--- src/rtl/fetch_unit_if.sv ---
// fetch_unit_if: icache request/response, instruction-queue and redirect signals of the fetch stage.
interface fetch_unit_if #(
  parameter int ADDR_WIDTH = 32,
  parameter int INST_WIDTH = 32,
  parameter int FQ_DEPTH   = 4
);
  logic                          icache_req_valid_out;
  logic                          icache_req_ready_in;
  logic [ADDR_WIDTH-1:0]         icache_req_addr_out;
  logic                          icache_resp_valid_in;
  logic [INST_WIDTH-1:0]         icache_resp_inst_in;
  logic                          iq_valid_out;
  logic                          iq_ready_in;
  logic [INST_WIDTH-1:0]         iq_inst_out;
  logic [ADDR_WIDTH-1:0]         iq_pc_out;
  logic                          rob_redirect_in;
  logic [ADDR_WIDTH-1:0]         rob_pc_in;
  logic                          dec_redirect_in;
  logic [ADDR_WIDTH-1:0]         dec_pc_in;
  logic                          bp_redirect_in;
  logic [ADDR_WIDTH-1:0]         bp_pc_in;
  logic [$clog2(FQ_DEPTH):0]     fq_count_out;
  modport master (
    output icache_req_valid_out, icache_req_addr_out, iq_valid_out, iq_inst_out, iq_pc_out, fq_count_out,
    input  icache_req_ready_in, icache_resp_valid_in, icache_resp_inst_in, iq_ready_in,
           rob_redirect_in, rob_pc_in, dec_redirect_in, dec_pc_in, bp_redirect_in, bp_pc_in
  );
  modport slave (
    input  icache_req_valid_out, icache_req_addr_out, iq_valid_out, iq_inst_out, iq_pc_out, fq_count_out,
    output icache_req_ready_in, icache_resp_valid_in, icache_resp_inst_in, iq_ready_in,
           rob_redirect_in, rob_pc_in, dec_redirect_in, dec_pc_in, bp_redirect_in, bp_pc_in
  );
endinterface

--- src/rtl/fetch_unit.sv ---
// fetch_unit: PC owner issuing one icache request at a time into a slot-reserved fetch buffer.
module fetch_unit #(
  parameter int                    ADDR_WIDTH = 32,
  parameter int                    INST_WIDTH = 32,
  parameter int                    FQ_DEPTH   = 4,
  parameter logic [ADDR_WIDTH-1:0] RESET_PC   = '0
) (
  input logic         clk_in,
  input logic         rst_in,
  input logic         rdy_in,
  fetch_unit_if.master bus
);
  localparam int PW = $clog2(FQ_DEPTH);
  localparam int CW = PW + 1;
  localparam logic [CW-1:0] FULL = CW'(FQ_DEPTH);
  typedef enum logic [1:0] {FETCH, WAIT, DROP} state_t;
  state_t state, state_nxt;
  logic [ADDR_WIDTH-1:0] pc, req_pc, target;
  logic [INST_WIDTH-1:0] inst_mem [FQ_DEPTH];
  logic [ADDR_WIDTH-1:0] pc_mem [FQ_DEPTH];
  logic [PW-1:0] rd_ptr, wr_ptr;
  logic [CW-1:0] count;
  logic redirect, req_valid, accept, push, pop;
  assign redirect = bus.rob_redirect_in | bus.dec_redirect_in | bus.bp_redirect_in;
  assign target = bus.rob_redirect_in ? bus.rob_pc_in : bus.dec_redirect_in ? bus.dec_pc_in : bus.bp_pc_in;
  always_ff @(posedge clk_in)
    if (rst_in) state <= FETCH;
    else if (rdy_in) state <= state_nxt;
  always_comb begin
    state_nxt = FETCH;
    case (state)
      FETCH:   state_nxt = accept ? WAIT : FETCH;
      WAIT:    state_nxt = bus.icache_resp_valid_in ? FETCH : redirect ? DROP : WAIT;
      DROP:    state_nxt = bus.icache_resp_valid_in ? FETCH : DROP;
      default: state_nxt = FETCH;
    endcase
  end
  // a response made stale by a same-cycle redirect is never pushed
  always_comb begin
    req_valid = !rst_in && state == FETCH && count < FULL && !redirect;
    accept    = rdy_in && req_valid && bus.icache_req_ready_in;
    push      = rdy_in && !rst_in && state == WAIT && bus.icache_resp_valid_in && !redirect;
    pop       = rdy_in && count != '0 && bus.iq_ready_in && !redirect;
    bus.icache_req_valid_out = req_valid;
    bus.icache_req_addr_out  = pc;
    bus.iq_valid_out         = count != '0;
    bus.iq_inst_out          = inst_mem[rd_ptr];
    bus.iq_pc_out            = pc_mem[rd_ptr];
    bus.fq_count_out         = count;
  end
  always_ff @(posedge clk_in)
    if (rst_in) begin
      pc     <= RESET_PC;
      req_pc <= RESET_PC;
      rd_ptr <= '0;
      wr_ptr <= '0;
      count  <= '0;
    end else if (rdy_in) begin
      if (redirect) begin
        pc     <= target;
        rd_ptr <= '0;
        wr_ptr <= '0;
        count  <= '0;
      end else begin
        if (accept) begin
          pc     <= pc + ADDR_WIDTH'(4);
          req_pc <= pc;
        end
        if (push) wr_ptr <= wr_ptr + PW'(1);
        if (pop) rd_ptr <= rd_ptr + PW'(1);
        count <= count + CW'(push) - CW'(pop);
      end
    end
  always_ff @(posedge clk_in)
    if (push) begin
      inst_mem[wr_ptr] <= bus.icache_resp_inst_in;
      pc_mem[wr_ptr]   <= req_pc;
    end
endmodule

--- src/flat_wrapper.sv ---
// flat-port wrapper written by rule: the top's interface ports become plain ports
module fetch_unit_flat 
#(
  parameter int                    ADDR_WIDTH = 32,
  parameter int                    INST_WIDTH = 32,
  parameter int                    FQ_DEPTH   = 4,
  parameter logic [ADDR_WIDTH-1:0] RESET_PC   = '0
)
  (clk_in, rst_in, rdy_in, bus_icache_req_valid_out, bus_icache_req_addr_out, bus_iq_valid_out, bus_iq_inst_out, bus_iq_pc_out, bus_fq_count_out, bus_icache_req_ready_in, bus_icache_resp_valid_in, bus_icache_resp_inst_in, bus_iq_ready_in, bus_rob_redirect_in, bus_rob_pc_in, bus_dec_redirect_in, bus_dec_pc_in, bus_bp_redirect_in, bus_bp_pc_in);
  fetch_unit_if #(.ADDR_WIDTH(ADDR_WIDTH), .INST_WIDTH(INST_WIDTH), .FQ_DEPTH(FQ_DEPTH)) bus_i ();
  input logic clk_in;
  input logic rst_in;
  input logic rdy_in;
  output wire logic [$bits(bus_i.icache_req_valid_out)-1:0] bus_icache_req_valid_out;
  output wire logic [$bits(bus_i.icache_req_addr_out)-1:0] bus_icache_req_addr_out;
  output wire logic [$bits(bus_i.iq_valid_out)-1:0] bus_iq_valid_out;
  output wire logic [$bits(bus_i.iq_inst_out)-1:0] bus_iq_inst_out;
  output wire logic [$bits(bus_i.iq_pc_out)-1:0] bus_iq_pc_out;
  output wire logic [$bits(bus_i.fq_count_out)-1:0] bus_fq_count_out;
  input wire logic [$bits(bus_i.icache_req_ready_in)-1:0] bus_icache_req_ready_in;
  input wire logic [$bits(bus_i.icache_resp_valid_in)-1:0] bus_icache_resp_valid_in;
  input wire logic [$bits(bus_i.icache_resp_inst_in)-1:0] bus_icache_resp_inst_in;
  input wire logic [$bits(bus_i.iq_ready_in)-1:0] bus_iq_ready_in;
  input wire logic [$bits(bus_i.rob_redirect_in)-1:0] bus_rob_redirect_in;
  input wire logic [$bits(bus_i.rob_pc_in)-1:0] bus_rob_pc_in;
  input wire logic [$bits(bus_i.dec_redirect_in)-1:0] bus_dec_redirect_in;
  input wire logic [$bits(bus_i.dec_pc_in)-1:0] bus_dec_pc_in;
  input wire logic [$bits(bus_i.bp_redirect_in)-1:0] bus_bp_redirect_in;
  input wire logic [$bits(bus_i.bp_pc_in)-1:0] bus_bp_pc_in;
  assign bus_icache_req_valid_out = bus_i.icache_req_valid_out;
  assign bus_icache_req_addr_out = bus_i.icache_req_addr_out;
  assign bus_iq_valid_out = bus_i.iq_valid_out;
  assign bus_iq_inst_out = bus_i.iq_inst_out;
  assign bus_iq_pc_out = bus_i.iq_pc_out;
  assign bus_fq_count_out = bus_i.fq_count_out;
  assign bus_i.icache_req_ready_in = bus_icache_req_ready_in;
  assign bus_i.icache_resp_valid_in = bus_icache_resp_valid_in;
  assign bus_i.icache_resp_inst_in = bus_icache_resp_inst_in;
  assign bus_i.iq_ready_in = bus_iq_ready_in;
  assign bus_i.rob_redirect_in = bus_rob_redirect_in;
  assign bus_i.rob_pc_in = bus_rob_pc_in;
  assign bus_i.dec_redirect_in = bus_dec_redirect_in;
  assign bus_i.dec_pc_in = bus_dec_pc_in;
  assign bus_i.bp_redirect_in = bus_bp_redirect_in;
  assign bus_i.bp_pc_in = bus_bp_pc_in;
  fetch_unit #(.ADDR_WIDTH(ADDR_WIDTH), .INST_WIDTH(INST_WIDTH), .FQ_DEPTH(FQ_DEPTH), .RESET_PC(RESET_PC)) u_core (.clk_in(clk_in), .rst_in(rst_in), .rdy_in(rdy_in), .bus(bus_i));
endmodule
--- config.mk ---
export PLATFORM = sky130hd
export DESIGN_NAME = fetch_unit_flat
export DESIGN_NICKNAME = d
export VERILOG_FILES = /design/src/rtl/fetch_unit_if.sv /design/src/rtl/fetch_unit.sv /design/src/flat_wrapper.sv
export SDC_FILE = /design/constraint.sdc
export NUM_CORES = 1
export LEC_CHECK = 0
export ABC_AREA = 1
export CAP_MARGIN = 20
export CORE_MARGIN = 1
export CORE_UTILIZATION = 55
export CTS_BUF_LIST = sky130_fd_sc_hd__clkbuf_2 sky130_fd_sc_hd__clkbuf_4 sky130_fd_sc_hd__clkbuf_8
export CTS_CLUSTER_SIZE = 20
export DETAILED_ROUTE_END_ITERATION = 16
export GPL_TIMING_DRIVEN = 0
export HOLD_SLACK_MARGIN = 0.05
export PLACE_DENSITY = 0.89
export SYNTH_ARGS = -nofsm -noshare
export SYNTH_HDL_FRONTEND = slang
export SYNTH_SLANG_ARGS = --single-unit
--- constraint.sdc ---
create_clock -name clk_in -period 5.9 [get_ports clk_in]
set_clock_uncertainty 0.15 [all_clocks]
set_input_delay 0.59 -clock clk_in [delete_from_list [all_inputs] [get_ports clk_in]]
set_output_delay 0.59 -clock clk_in [all_outputs]
set_load 0.02 [all_outputs]
* After elaboration in Yosys (flattened, before gate mapping) *
Memories as Yosys holds them, arrays and structs flattened. A register that Yosys moved wholly into a read port is not among the register bits.
Index checks and enable logic that the tools add are counted.

operators by class
  add/sub/neg operators = 5
  $lt $le $gt $ge = 1
  equal/unequal tests = 2
  muxes and demuxes = 20
  bitwise operators = 3
  reduce and logical (&&, ||, !) cells = 23

operators by type and width
  operator                                              count
  two-way mux 32 bit                                    4
  adder 32 x 3 -> 32 bit (second input constant)        1
  two-way mux 2 bit                                     11
  logical AND 1 bit                                     12
  one-hot mux 2 bit (3 select lines)                    1
  AND reduction 2 bit                                   3
  nonzero test 2 bit                                    3
  adder 2 x 1 -> 2 bit (second input constant)          2
  adder 3 x 1 -> 3 bit                                  1
  less-than comparator 3 bit (second input constant)    1
  two-way mux 1 bit                                     3
  two-way mux 3 bit                                     1
  AND reduction 3 bit                                   1
  nonzero test 3 bit                                    1
  subtractor 3 x 1 -> 3 bit                             1
  equality test 2 x 1 -> 1 bit (second input constant)  1
  equality test 2 bit (second input constant)           1
  zero test 1 bit                                       2
  zero test 2 bit                                       1
  bitwise OR 1 bit                                      2
  NOT 1 bit                                             1

word-level totals
  register bits after elaboration = 73
  RAM bits = 256
  bits of input ports = 137
  output and inout bits = 101
  logic and storage cells = 62
  memories kept = 2

memory list
  name             words  bits a word  read ports  clocked after Yosys merged registers in  write ports  RTL line          text
  u_core.inst_mem  4      32           1           1                                        1            fetch_unit.sv:19  logic [INST_WIDTH-1:0] inst_mem [FQ_DEPTH];
  u_core.pc_mem    4      32           1           1                                        1            fetch_unit.sv:20  logic [ADDR_WIDTH-1:0] pc_mem [FQ_DEPTH];

* Longest topological paths before layout *
Gate-level depths: netlist of the first run.

  depth after elaboration = 8
  mapped depth = 12

* Worst setup path before layout of the first run *
Ideal clock, no wire load.

  path type = input -> register
  from = input bus_rob_redirect_in
  to = memory u_core.inst_mem[0][0], enable pin
  library setup time = 486 ps
  arrival = 3965 ps
  required time = 5264 ps
  path slack = 1299 ps
  cell stages on the path = 6
  cell sequence = nor2_2 nand2_4 clkbuf_1 nor2_1 inv_1 nor2_1

between the ends
  cells in the longest elaborated chain, start to end = 6

ends and longest elaborated chain
  element                                  RTL line            text
  start: declaration                       flat_wrapper.sv:24  input wire logic [$bits(bus_i.rob_redirect_in)-1:0] bus_rob_redirect_in;
  bitwise OR 1 bit (2 in series)           fetch_unit.sv:24    assign redirect = bus.rob_redirect_in | bus.dec_redirect_in | bus.bp_redirect_in;
  zero test 1 bit                          fetch_unit.sv:42    push = rdy_in && !rst_in && state == WAIT && bus.icache_resp_valid_in && !redirect;
  logical AND 1 bit                        fetch_unit.sv:42
  two-way mux 1 bit                        fetch_unit.sv:75    if (push) begin
  two-way mux 1 bit (implied by the code)  fetch_unit.sv:76    inst_mem[wr_ptr] <= bus.icache_resp_inst_in;
  end: declaration                         fetch_unit.sv:19

No other way between the ends.

==> results of run 1 <==
## cells by family after synthesis
logic type	Yosys count	share of synthesized area (%)
xor gates and xnor gates	2	0.126
DFF	331	66.2
and+or+nand+nor	478	14.1
buffers and inverters	138	3.90
adders and majority gates	8	0.775
AOI/OAI and AO/OA	395	14.9
## layout make-up
class | count | area [um^2]
Timing Repair Buffer | 245 | 2560
Sequential cell | 331 | 9190
Clock buffer | 72 | 878
Buffer | 77 | 313
Inverter | 61 | 229
Clock inverter | 10 | 104
Multi-Input combinational cell | 883 | 4180
Tap cell | 324 | 405
Fill cell | 1722 | 6670
## per-layer routing
metal / vias to the layer above / wire length, um
li1: 5370 / -
met2: 578 / 18400
met4: 0 / 1280
met1: 5323 / 14100
met5: - / 0
met3: 88 / 3080
## worst max-delay path by stage
| stage | endpoint | depth (start not counted) | start | slack [ps] |
|---|---|---|---|---|
| final | bus_iq_pc_out[5] | 7 | register | 2180 |
| after global routing | bus_iq_pc_out[5] | 5 | register | 2080 |
| after detailed placement | u_core.inst_mem[0][7] | 9 | bus_dec_redirect_in | 2040 |
| after CTS | bus_iq_pc_out[12] | 5 | register | 2160 |
| after global placement | u_core.inst_mem[3][7] | 7 | bus_dec_redirect_in | -1290 |
| after floorplan | u_core.inst_mem[0][0] | 6 | bus_rob_redirect_in | 1300 |
## synthesized netlist by cell type
| master | count | area, um^2 |
|---|---|---|
| inv_2 | 6 | 22.5 |
| o22ai_1 | 64 | 400 |
| nor2_8 | 1 | 20.0 |
| o211ai_1 | 5 | 37.5 |
| dfxtp_1 | 75 | 1500 |
| fa_1 | 1 | 20.0 |
| inv_1 | 52 | 195 |
| buf_1 | 3 | 11.3 |
| and2_1 | 2 | 12.5 |
| nand2_4 | 1 | 11.3 |
| o21ai_1 | 1 | 5.00 |
| clkbuf_1 | 55 | 206 |
| o21ai_0 | 219 | 1100 |
| buf_2 | 18 | 90.1 |
| clkbuf_2 | 1 | 5.00 |
| nor2_2 | 6 | 37.5 |
| nand4_1 | 3 | 18.8 |
| edfxtp_1 | 256 | 7690 |
| nor2_1 | 217 | 815 |
| or2_2 | 9 | 56.3 |
| nand2_1 | 181 | 679 |
| a21oi_1 | 106 | 531 |
| clkinv_1 | 3 | 11.3 |
| nand3_1 | 53 | 265 |
| ha_1 | 7 | 87.6 |
| nor2_4 | 2 | 22.5 |
| xor2_1 | 2 | 17.5 |
| nand2_2 | 1 | 6.26 |
| nand3b_1 | 2 | 15.0 |
## worst register-to-register path: stages (launching register included)
cell and delay (ps):
dfxtp_1 370, inv_1 50, nor2_1 160, nand4_1 180, nor2_1 300, inv_1 240
nor2_4 620, buf_16 270, buf_12 210
## sequential cells by signal, indices dropped and copies added, names as in the netlist, named ones only
register                        flops
u_core.pc_mem                     128
u_core.inst_mem                   128
u_core.rd_ptr                       2
u_core.state                        2
u_core.wr_ptr                       2
u_core.req_pc                      32
u_core.bus.fq_count_out             3
u_core.bus.icache_req_addr_out     32
## where the power goes
| group | total, mW | internal, mW | switching (mW) |
|---|---|---|---|
| sequential | 2.55 | 2.52 | 0.0337 |
| combinational | 0.327 | 0.159 | 0.167 |
| clock | 1.85 | 1.04 | 0.810 |
==> metrics.cfg, run 1 <==
[placed_design]
dp.cells = 1921
hpwlAfterDp_um = 26300
place_congestion = 0.965
place_ws_ps = 2040
place_area_mm2 = 0.0169
port_buffers = 237

[timing]
hold_slack_ps = 337
fin_crit_sh_pct = 63.0
final_max_slew_viol_count = 0
hold_viol = 0
max_slew_margin_pct = 50.7
fin_crit_ps = 3720
timing.fmax_ghz = 0.269
grt_setup_unrepaired = no
setup_ws_ps = 2180
setup_tns_ps = 0
worstMarginPinSlew_ps = 737
finalSetupViolations = 0

[min_path]
hold_path_depth = 2
worstHoldEndpoint = u_core.bus.fq_count_out[0]
hp-class = register to register
hp-start = u_core.bus.fq_count_out[0]

[synth]
yosysWarningCount = 0
ys_ff_latch = 331
ys_types = 29
yosysSeqAreaShare_pct = 66.2
synth_cells = 1352
avgSynthCellArea_um2 = 10.3
syn_nets = 1497
synthesis.area_mm2 = 0.0139

[clocking]
cts_buffers = 49
hold_buffers = 0
cts_tree = built
htreeDepth = 2
clk_pin_slew_ps = 60
clockBufferDepth = 3
cts-resized-gates = 0
clock_latency_ps = 550
root_buffer = clkbuf_8
postCtsSetupBuffers = 0
cts_sinks = 331

[critical_path]
cp_common_cell = buf_2
crit_type = register to output port
r2r_cells = 8
crit_path_max_fanout = 10
crit_path_end_kind = output port
r2r_end = u_core.inst_mem[0][7]
crit_chain = buf_2 -> inv_1 -> buf_2 -> clkbuf_1 -> o21ai_0 -> o22ai_1 -> clkdlybuf4s50_1
critPathLaunchType = register
slowest_stage = clkdlybuf4s50_1
slowest_delay_ps = 660
worstPathArrival_ps = 2980
worstPathRequired_ps = 5160
reg2reg_from = u_core.state[0]
crit_buf_inv = 5
rrSetupSlack_ps = 3040
crit_family = buffers and inverters

[final_layout]
fin_nets = 1793
fin_cells = 2003
design_area_mm2 = 0.0179
area_growth_pct = 28.7
final_cell_mix = edfxtp_1 (256), clkdlybuf4s50_1 (237), o21ai_0 (219)
final_common_cell = edfxtp_1
postLayoutCoreUtil_pct = 72.8
antennaDiodeCount = 0
drive_above_1_share_pct = 8.16

[run]
cap_viol_max_count = 0

[global_routing]
grt_use_met1_pct = 33.8
grt_start_max_net_pins = 32
grt_pass1_wl_um = 56800
grt_pass1_vias = 11055
track_usage_pct = 28.3
overflow = 0
antenna_found_initial = 0
grt_use_met3_pct = 5.42
grt.met2_usage_pct = 50.3
grt.busiest_layer = met2

[outcome]
status = completed

[pwr]
p_per_area_mw_per_mm2 = 264
vdd_drop_max_uv = 167
p_total_mw = 4.72
power.leakage_nw = 6.21

[routing]
dr.pass1.iters = 5
drt-wirelength-per-cell_um = 18.4
remaining_drc_errors = 0
vias = 11359
drtAntennaViolNets = 0
wl_um = 36900
routed_via_density = 5.67
drtIter0Drc = 1050

[floorplan]
dieWidth_um = 161
core.rowCount = 57
die_y_um = 161
io-pin-count = 238
start_util_pct = 56.6
core-area_mm2 = 0.0245
die-area_mm2 = 0.0259

No activity file was read; power rests on OpenSTA's default activity.
==> run 2, diff against run 1 <==
Clock period 5.9 ns to 3.6 ns, I/O delays scaled along.
==> results of run 2 <==
Same layout as run 1 (identical final DEF). Status: completed.
Among the figures that moved: setup slack after placement 2040 ps -> -30.7 ps; setup slack after layout 2180 ps -> 111 ps; hold slack 337 ps -> 282 ps; register-to-register setup slack 3040 ps -> 740 ps; end point of the worst hold path u_core.bus.fq_count_out[0] -> u_core.inst_mem[0][16]; total power 4.72 mW -> 7.74 mW; worst IR drop on VDD 167 uV -> 273 uV
==> run 3, diff against run 2 <==
Settings changed: MAX_ROUTING_LAYER set to met4.
==> run 3 against run 2 <==
Via count down 0.56%. Design area down 0.43%. Die area unchanged. Hold slack better by 4.8 ps. Sequential share of layout area up 0.22 points. Count of clock-buffer cells in the layout down 3. Combinational power about the same. Fmax up 0.50%. Wire length up 0.91%. Non-clock buffer count unchanged. Cell count about the same. Register-to-register slack better by 90 ps. Critical path type unchanged.
==> metrics.cfg, run 3 (synthesis gave the netlist of run 1 again) <==
[global_routing]
grt_start_max_net_pins = 31
grt_pass1_vias = 10947
grt_pass1_wl_um = 56900
track_usage_pct = 29.5
antenna_found_initial = 0
overflow = 0

[critical_path]
crit_path_max_fanout = 10
crit_path_end_kind = output port
worstPathArrival_ps = 2960
crit_type = register to output port
critPathLaunchType = register
worstPathRequired_ps = 3090

[timing]
hold_slack_ps = 287
fin_crit_ps = 3470
finalSetupViolations = 0
worstMarginPinSlew_ps = 802
hold_viol = 0
grt_setup_unrepaired = no
timing.fmax_ghz = 0.288
max_slew_margin_pct = 46.4
fin_crit_sh_pct = 96.4
final_max_slew_viol_count = 0
setup_ws_ps = 129

[pwr]
power.leakage_nw = 6.19
p_per_area_mw_per_mm2 = 429
vdd_drop_max_uv = 243

[floorplan]
io-pin-count = 238
die_y_um = 161
start_util_pct = 56.6
dieWidth_um = 161
core.rowCount = 57
die-area_mm2 = 0.0259
core-area_mm2 = 0.0245

[final_layout]
fin_cells = 2004
final_cell_mix = edfxtp_1 (256), clkdlybuf4s50_1 (237), o21ai_0 (219)
final_common_cell = edfxtp_1
antennaDiodeCount = 0
area_growth_pct = 28.1
largestRegisters = u_core.inst_mem x128, u_core.pc_mem x128
postLayoutCoreUtil_pct = 72.5
drive_above_1_share_pct = 8.10
design_area_mm2 = 0.0178
fin_nets = 1792

[outcome]
status = completed

[routing]
vias = 11295
drt-wirelength-per-cell_um = 18.6
remaining_drc_errors = 0
routed_via_density = 5.64
drtIter0Drc = 1054
wl_um = 37200
dr.pass1.iters = 5
drtAntennaViolNets = 0

[placed_design]
port_buffers = 237
hpwlAfterDp_um = 26500
place_ws_ps = 71.3
place_congestion = 0.940
place_area_mm2 = 0.0169
dp.cells = 1921

[clocking]
cts_tree = built
hold_buffers = 0
htreeDepth = 2
root_buffer = clkbuf_8
clock_latency_ps = 560
cts_buffers = 48
clockBufferDepth = 3
cts-resized-gates = 0
postCtsSetupBuffers = 0
clk_pin_slew_ps = 60
cts_sinks = 331

[run]
cap_viol_max_count = 0

[min_path]
hp-class = input pin to register

run 3: power breakdown:
| group | total, mW | leakage, nW | internal (mW) | switching, mW |
|---|---|---|---|---|
| Combinational | 0.535 | 2.86 | 0.261 | 0.274 |
| Sequential | 4.18 | 2.83 | 4.13 | 0.0562 |
| Clock | 2.91 | 0.503 | 1.56 | 1.35 |
| Total | 7.62 | 6.19 | 5.95 | 1.68 |
run 3: per-layer routing:
layer  up-vias  global-route usage, %  wire length, um  part of all wire, %
li1       5369                      -                -                    -
met1      5294                   35.3            14500                   39
met2       554                   50.4            18600                   50
met3        78                   5.04             2980                  8.0
met4         0                   10.5             1130                  3.0
met5         -                      -                0                    0
run 3: path summary, 6_finish.rpt:
check                                    from  slack, ps                      to  cells past startpoint
setup / recovery                     register        130     bus_iq_inst_out[16]                      6
hold / removal    bus_icache_resp_inst_in[12]        290  u_core.inst_mem[3][12]                      1
setup reg to reg              u_core.state[0]        830    u_core.pc_mem[1][26]                      8
hold reg to reg               u_core.state[1]        350         u_core.state[1]                      2
run 3: area by class of cell:
class,instances,area (um^2)
timing repair buffer,245,2540
clock inverter,14,88.8
tap,324,405
clock buffer,69,837
multi-input combinational,883,4180
sequential,331,9190
fill,1674,6750
buffer,77,314
inverter,61,229
run 3: worst max-delay path, stage by stage, from the launching register on:
cell and delay (ps):
dfxtp_1 400, buf_2 270, buf_2 270, clkbuf_1 460, nor2_1 100, o22ai_1 250, clkdlybuf4s50_1 660
run 3: through the flow:
step	setup TNS, ps	power, mW
3_3_place_gp	-861720	4.78
2_1_floorplan	-197420	4.47
5_1_grt	0	7.85
3_5_place_dp	0	4.79
6_report	0	7.62
4_1_cts	0	7.64
